**src/rtl/servo_pwm_multi.sv**
```systemverilog
// Multi-channel hobby-servo PWM generator sharing one frame counter.
// Widths are clamped on write and applied only at frame boundaries, optionally slew-limited.
module servo_pwm_multi #(
  parameter int unsigned NUM_CH     = 4,
  parameter int unsigned CNT_W      = 18,
  parameter int unsigned PERIOD     = 240000,
  parameter int unsigned MIN_WIDTH  = 6000,
  parameter int unsigned MAX_WIDTH  = 28800,
  parameter int unsigned INIT_WIDTH = 17400,
  parameter int unsigned SLEW       = 0,
  parameter int unsigned ACTIVE_LOW = 1
) (
  input  logic              clk,
  input  logic              rst_n,
  input  logic              wr_valid,
  output logic              wr_ready,
  input  logic [3:0]        wr_ch,
  input  logic [CNT_W-1:0]  wr_width,
  output logic              wr_err,
  input  logic [NUM_CH-1:0] en,
  output logic [NUM_CH-1:0] pwm_out,
  output logic              frame_start,
  output logic [NUM_CH-1:0] settled
);

  localparam logic [CNT_W-1:0]        LAST_CNT = CNT_W'(PERIOD - 1);
  localparam logic [CNT_W-1:0]        MIN_W    = CNT_W'(MIN_WIDTH);
  localparam logic [CNT_W-1:0]        MAX_W    = CNT_W'(MAX_WIDTH);
  localparam logic [CNT_W-1:0]        INIT_W   = CNT_W'(INIT_WIDTH);
  localparam logic [CNT_W-1:0]        SLEW_W   = CNT_W'(SLEW);
  localparam logic signed [CNT_W:0]   SLEW_S   = $signed((CNT_W+1)'(SLEW));
  localparam logic                    IDLE_LVL = 1'(ACTIVE_LOW != 0);

  logic [CNT_W-1:0]  cnt_q;
  logic [CNT_W-1:0]  cnt_nxt;
  logic [CNT_W-1:0]  target_q   [NUM_CH];
  logic [CNT_W-1:0]  target_nxt [NUM_CH];
  logic [CNT_W-1:0]  active_q   [NUM_CH];
  logic [CNT_W-1:0]  active_nxt [NUM_CH];
  logic [NUM_CH-1:0] pwm_nxt;
  logic [NUM_CH-1:0] settled_nxt;
  logic              wrap;
  logic              wr_fire;
  logic              ch_ok;

  function automatic logic [CNT_W-1:0] clamp_width(input logic [CNT_W-1:0] w);
    logic [CNT_W-1:0] res;
    res = w;
    if (w < MIN_W)      res = MIN_W;
    else if (w > MAX_W) res = MAX_W;
    return res;
  endfunction

  // Boundary move of the active width toward the target; disabled channels snap.
  function automatic logic [CNT_W-1:0] step_width(input logic [CNT_W-1:0] act,
                                                  input logic [CNT_W-1:0] tgt,
                                                  input logic             ena);
    logic signed [CNT_W:0] diff;
    logic signed [CNT_W:0] mag;
    logic [CNT_W-1:0]      res;
    diff = $signed({1'b0, tgt}) - $signed({1'b0, act});
    mag  = diff[CNT_W] ? -diff : diff;
    if (SLEW == 0 || !ena || mag <= SLEW_S) res = tgt;
    else if (diff[CNT_W])                    res = act - SLEW_W;
    else                                     res = act + SLEW_W;
    return res;
  endfunction

  always_comb begin
    wrap    = (cnt_q == LAST_CNT);
    cnt_nxt = wrap ? '0 : cnt_q + CNT_W'(1);
    wr_fire = wr_valid && wr_ready;
    ch_ok   = ({1'b0, wr_ch} < 5'(NUM_CH));
    pwm_nxt     = '0;
    settled_nxt = '0;
    for (int i = 0; i < NUM_CH; i++) begin
      target_nxt[i] = target_q[i];
      active_nxt[i] = active_q[i];
      if (wr_fire && ch_ok && (wr_ch == 4'(i)))
        target_nxt[i] = clamp_width(wr_width);
      if (wrap)
        active_nxt[i] = step_width(active_q[i], target_q[i], en[i]);
      pwm_nxt[i]     = (en[i] && (cnt_nxt < active_nxt[i])) ^ IDLE_LVL;
      settled_nxt[i] = (active_q[i] == target_q[i]);
    end
  end

  // Outputs are registered against the counter value they will accompany.
  always_ff @(posedge clk or negedge rst_n) begin
    if (!rst_n) begin
      cnt_q       <= LAST_CNT;
      for (int i = 0; i < NUM_CH; i++) begin
        target_q[i] <= INIT_W;
        active_q[i] <= INIT_W;
      end
      pwm_out     <= {NUM_CH{IDLE_LVL}};
      frame_start <= 1'b0;
      wr_err      <= 1'b0;
      wr_ready    <= 1'b1;
      settled     <= '1;
    end else begin
      cnt_q       <= cnt_nxt;
      for (int i = 0; i < NUM_CH; i++) begin
        target_q[i] <= target_nxt[i];
        active_q[i] <= active_nxt[i];
      end
      pwm_out     <= pwm_nxt;
      frame_start <= (cnt_nxt == '0);
      wr_err      <= wr_fire && !ch_ok;
      wr_ready    <= (cnt_nxt != LAST_CNT);
      settled     <= settled_nxt;
    end
  end

endmodule

```
**config.mk**
```make
export PLATFORM = sky130hd
export DESIGN_NAME = servo_pwm_multi
export DESIGN_NICKNAME = d
export VERILOG_FILES = /design/src/rtl/servo_pwm_multi.sv
export SDC_FILE = /design/constraint.sdc
export NUM_CORES = 1
export LEC_CHECK = 0
export CAP_MARGIN = 25
export CORE_MARGIN = 10
export CORE_UTILIZATION = 55
export CTS_CLUSTER_SIZE = 24
export DETAILED_ROUTE_END_ITERATION = 10
export HOLD_SLACK_MARGIN = 0.05
export PLACE_DENSITY = 0.76
export SYNTH_ARGS = -nofsm -noshare
export SYNTH_HDL_FRONTEND = slang
export SYNTH_SLANG_ARGS = --single-unit
```
**constraint.sdc**
```tcl
create_clock -name clk -period 3.12 [get_ports clk]
set_input_delay 0.78 -clock clk [delete_from_list [all_inputs] [get_ports clk]]
set_output_delay 0.78 -clock clk [all_outputs]
set_load 0.02 [all_outputs]
```
Word-level counts from Yosys, hierarchy flattened
Index checks and enable logic that the tools add are counted.

Multiplexer cells: 7. $mul: 0. Bitwise logic cells: 4. Magnitude comparators: 7. Reduce and logical (&&, ||, !) cells: 14. Equal/unequal tests: 9. Shifts and indexed selects: 0. $add $sub $neg: 1. Divide/modulo/power cells: 0.

Operators with widths (number): $mux W18 (7); $eq A18 B18 Y1 (4); $lt A18 B18 Y1 (4); $add A18 B1 Y18 const B (1); $eq A18 B18 Y1 const B (1); $gt A18 B15 Y1 const B (1); $logic_not A18 Y1 (1); $lt A18 B13 Y1 const B (1); $ne A18 B18 Y1 const B (1); $logic_and A1 B1 Y1 (11); $eq A4 B2 Y1 const B (2); $eq A4 B1 Y1 const B (1); $logic_not A4 Y1 (1); $lt A4 B3 Y1 const B (1); $not A1 Y1 (4); $logic_not A1 Y1 (1).

Logic and storage cells: 56. Bits in read-only memories: 0. Memories kept: 0. RAM bits: 0. Input bits: 29. Latch bits: 0. Bits in registers: 173. Output and inout bits: 11.

Longest topological paths before layout
Depth in word-level cells: 5. Mapped depth: 14. Mapped depth without buffers: 12.

Worst setup path after synthesis
No wires, ideal clock.

Kind: register to register. From: reg cnt_q[12]. To: reg pwm_out[1]. Stages on the path, launching flop included: 15. Buffers on the path: 4. Period minus slack after synthesis: 3.241 ns. Data required time: 3.037 ns. Arrival time: 3.157 ns. Setup time: 0.083 ns. Setup slack: -0.121 ns. Cells stage by stage: dfrtp_1 > buf_2 > or4b_1 > nor4_2 > and3_1 > buf_4 > buf_6 > buf_2 > nor2_1 > ha_1 > a21o_1 > a21o_1 > a21oi_1 > o21ai_0 > a221o_1.

Word-level cells in the longest chain between the ends: 5. Elaborated cells between the ends (all ways): 7. Those cells by class: add/sub: 1; order compare: 1; eq/ne: 1; mux: 2; bitwise: 1; reduce/logical: 1.

Ends and longest elaborated chain: start: declaration (line 34) `logic [CNT_W-1:0] cnt_q;`; start signal: assignment (line 102) `cnt_q <= cnt_nxt;`; $eq A18 B18 Y1 (line 70) `wrap = (cnt_q == LAST_CNT);`; $mux W18 (line 71) `cnt_nxt = wrap ? '0 : cnt_q + CNT_W'(1);`; named net cnt_nxt[7] (line 35) `logic [CNT_W-1:0] cnt_nxt;`; $lt A18 B18 Y1 (line 83) `pwm_nxt[i] = (en[i] && (cnt_nxt < active_nxt[i])) ^ IDLE_LVL;`; $logic_and A1 B1 Y1 (line 83); $not A1 Y1 (no line); named net pwm_nxt[1] (line 40) `logic [NUM_CH-1:0] pwm_nxt;`; end signal: assignment (line 96) `pwm_out <= {NUM_CH{IDLE_LVL}};`; end signal: assignment (line 107) `pwm_out <= pwm_nxt;`; end: declaration (line 21) `output logic [NUM_CH-1:0] pwm_out,`.

The timed path passes the listed nets, and every way through them passes these cells. A chain may end at the register's enable or synchronous reset.

Worst setup path after layout
From: reg cnt_q[16]. To: reg pwm_out[0].

Word-level cells in the longest chain between the ends: 5. Elaborated cells between the ends (all ways): 7. Those cells by class: add/sub: 1; order compare: 1; eq/ne: 1; mux: 2; bitwise: 1; reduce/logical: 1.

Ends and longest elaborated chain (line): $add A18 B1 Y18 / $eq A18 B18 Y1 (equally long branches) (71, 70); $mux W18 (on tied branches) (71, 81); $lt A18 B18 Y1 (*) (83); $logic_and A1 B1 Y1 (*) (83); $not A1 Y1 (no line) (*); named net pwm_nxt[0] (40).

Mark *: on every way through the listed nets, which the timed path passes. The rest lies on a longest branch.

==> flow_metrics.env <==
export IMPL_status="finished, violations left"
export IMPL_violations="negative setup slack"
export IMPL_die_area_um2=22730
export IMPL_ys_ff_latch=173
export IMPL_dpl_instance_area_um2=10940
export IMPL_whs_ps=316.2
export IMPL_fin_util_pct=72.10
export IMPL_cts_tree="done"
export IMPL_cts_buffers=17
export IMPL_syn_nets=989
export IMPL_cp_top_family="simple AND/OR/NAND/NOR gates"
export IMPL_synth_edf_count=0
export IMPL_antenna_found_initial=0
export IMPL_nFillCells=1115
export IMPL_vias=7523
export IMPL_fin_area_um2=12040
export IMPL_synth_area_leader_cell="dfstp_2"
export IMPL_routedWlPerCell_um=21.59
export IMPL_dp_final_hpwl_mm=18.81
export IMPL_hold_buffers=0
export IMPL_clock_skew_ps=8.491
export IMPL_worstRegToRegCells=12
export IMPL_finalSetupViolCount=4
export IMPL_synth_top_area_share_pct=24.03
export IMPL_yosys_top_cells_count="dfrtp_1, dfstp_2, inv_1"
export IMPL_avgViaCountPerCell=5.887
export IMPL_cp_cell_sequence="or4b_4, nor4_4, and3_4, buf_12, buf_16, mux2i_2, ha_1, nand4_1, nor2_1, a21oi_1, o211ai_1, a221o_1"
export IMPL_fmax_ghz=0.2982
export IMPL_wirelength_mm=27.59
export IMPL_cp_data_arrival_time_ps=3720
export IMPL_overflow=0
export IMPL_die_h_um=150.8
export IMPL_cts_buffer_depth=2
export IMPL_start_util_pct=56.31
export IMPL_fin_crit_sh_pct=107.5
export IMPL_drt_initial_drc_count=607
export IMPL_syn_to_final_growth_pct=28.05
export IMPL_leakagePower_nw=6.043
export IMPL_crit_fanout=7
export IMPL_total_power_mw=5.043
export IMPL_drt_pass1_iterations=5
export IMPL_insertedDiodeCount=0
export IMPL_grt_pass1_wl_mm=41.79
export IMPL_critPathBufInv=2
export IMPL_hold_viol=0
export IMPL_clk_transition_reported_paths_ps=70
export IMPL_yosysMostFrequentCell="dfrtp_1"
export IMPL_fin_nets=1143
export IMPL_synthCells=891
export IMPL_grt_start_max_net_pins=64
export IMPL_drive_gt1_share_pct=29.77
export IMPL_yosysUniqueCellTypes=57
export IMPL_cts_root_buf="clkbuf_16"
export IMPL_drv_slew=0
export IMPL_slowest_stage="dfstp_2"
export IMPL_worst_pin_slew_ps=907.4
export IMPL_p_per_area_nw_per_um2=418.8
export IMPL_drc=0
export IMPL_fp_coreArea_um2=16700
export IMPL_grt_pass1_vias=7633
export IMPL_rsz0062_at_grt="yes"
export IMPL_ys_warn_count=0
export IMPL_fin_crit_ps=3354
export IMPL_synth_area_um2=9404
export IMPL_setup_slack_ps=-233.7
export IMPL_synthArstFlopShare_pct=100.0
export IMPL_clk_insertion_delay_late_ps=440
export IMPL_antenna_left=0
export IMPL_htreeDepth=4
export IMPL_io_pins=40
export IMPL_yosysSeqAreaShare_pct=47.18
export IMPL_path_depth=12
export IMPL_start_kind="flop"
export IMPL_cap_violations=0
export IMPL_crit_type="reg2reg"
export IMPL_numClockSinks=173
export IMPL_slowest_delay_ps=530
export IMPL_grt_usage_pct=24.09
export IMPL_cp_end_kind="flop"
export IMPL_gp_congestion=0.8987
export IMPL_peakVddDrop_mv=0.4102
export IMPL_hold_path_class="in2async"
export IMPL_numPortBuffers=39
export IMPL_syn_area_per_cell_um2=10.55
export IMPL_max_slew_margin_pct=39.30
export IMPL_synth_area_leaders="dfstp_2, dfrtp_1, ha_1"
export IMPL_synth_ff_type="dfrtp_1"
export IMPL_die_x_um=150.8
export IMPL_required_ps=3480
export IMPL_fp_row_count=47
[per-layer routing]
metal	global-route usage (%)	wire [um]	vias up	share of wire [%]
met2	37.36	12530	321	45
met1	31.33	11640	3677	42
met3	5.372	2155	86	7.8
met5	0	0	-	0
met4	11.55	1266	0	4.6
li1	-	-	3439	-
[stage by stage]
step,worst slack [ps],cells,TNS [ps]
after floorplan,3.637,891,0
after global placement,-113.8,1228,-376.3
after detailed placement,-199.6,1229,-640.8
after CTS,-90.65,1270,-316.1
after global routing,-351.0,1278,-1095
final,-233.7,1278,-666.1
[registers in the layout, indices dropped and copies added, names as in the netlist]
name         cells
cnt_q           18
wr_err           1
wr_ready         1
frame_start      1
pwm_out          4
target_q        72
settled          4
active_q        72
[cells by family (layout without fill, tap and decap cells)]
| group | after synthesis | in the layout | share of synthesized area (%) |
|---|---|---|---|
| and+or+nand+nor | 241 | 241 | 13.54 |
| DFF | 173 | 173 | 47.18 |
| AOI/OAI and AO/OA | 142 | 142 | 9.207 |
| buffers and inverters | 103 | 270 | 4.670 |
| xor gates and xnor gates | 89 | 89 | 8.289 |
| muxes | 74 | 74 | 7.930 |
| adders and majority gates | 69 | 69 | 9.180 |
[area by class of cell]
type	count	area, um^2	share of cell area [%]
inverters	73	274.0	2.276
repair buffers	165	1491	12.39
clock inverters	13	113.9	0.9456
flip-flops and latches	173	4437	36.85
multi-input cells	615	5007	41.58
clock buffers	19	442.9	3.678
well taps	220	275.3	2.286
[final timing paths]
kind	startpoint	endpoint	slack, ps
setup reg to reg	cnt_q[16]	pwm_out[0]	-230
max in group asynchronous	rst_n	cnt_q[5]	2020
hold / removal	rst_n	target_q[15]	320
hold reg to reg	target_q[14]	target_q[14]	500
min in group clk	target_q[14]	target_q[14]	500
setup / recovery	cnt_q[16]	pwm_out[0]	-230
[worst register-to-register path, cell delays in order (launching register included)]
cell	delay [ps]
dfstp_2	530
or4b_4	470
nor4_4	230
and3_4	350
buf_12	130
buf_16	140
mux2i_2	330
ha_1	320
nand4_1	110
nor2_1	70
a21oi_1	160
o211ai_1	110
a221o_1	330
[where the power goes]
group	switching [mW]	leakage, nW	internal (mW)	total (mW)
Combinational	0.239	3.70	0.196	0.435
Clock	0.951	0.263	1.06	2.01
Sequential	0.166	2.08	2.44	2.60
[what timing repair did]
action,4_1_cts,5_1_grt
gates resized for setup,25,50
gates cloned,1,0
pin swaps,12,13
setup endpoints to repair,4,4
hold endpoints to repair,0,0
setup buffers,8,8
[layout by cell type, fill, tap and decap left out, types with 6 or more instances in the layout]
master / n
a21o_1: 17
a21oi_1: 41
a31oi_1: 7
and2_1: 17
buf_12: 8
buf_4: 110
buf_6: 6
clkbuf_16: 17
clkdlybuf4s50_1: 38
clkinv_4: 6
dfrtp_1: 87
dfstp_2: 86
ha_1: 59
ha_4: 10
inv_1: 72
mux2i_1: 39
mux2i_2: 13
mux2i_4: 18
nand2_1: 58
nand3_1: 25
nand4_1: 28
nor2_1: 43
nor2b_1: 6
nor3_1: 9
nor4_1: 18
o21ai_0: 40
o21ai_1: 8
xnor2_1: 28
xor2_1: 61
Note: power is estimated with default switching activity, not from simulation.
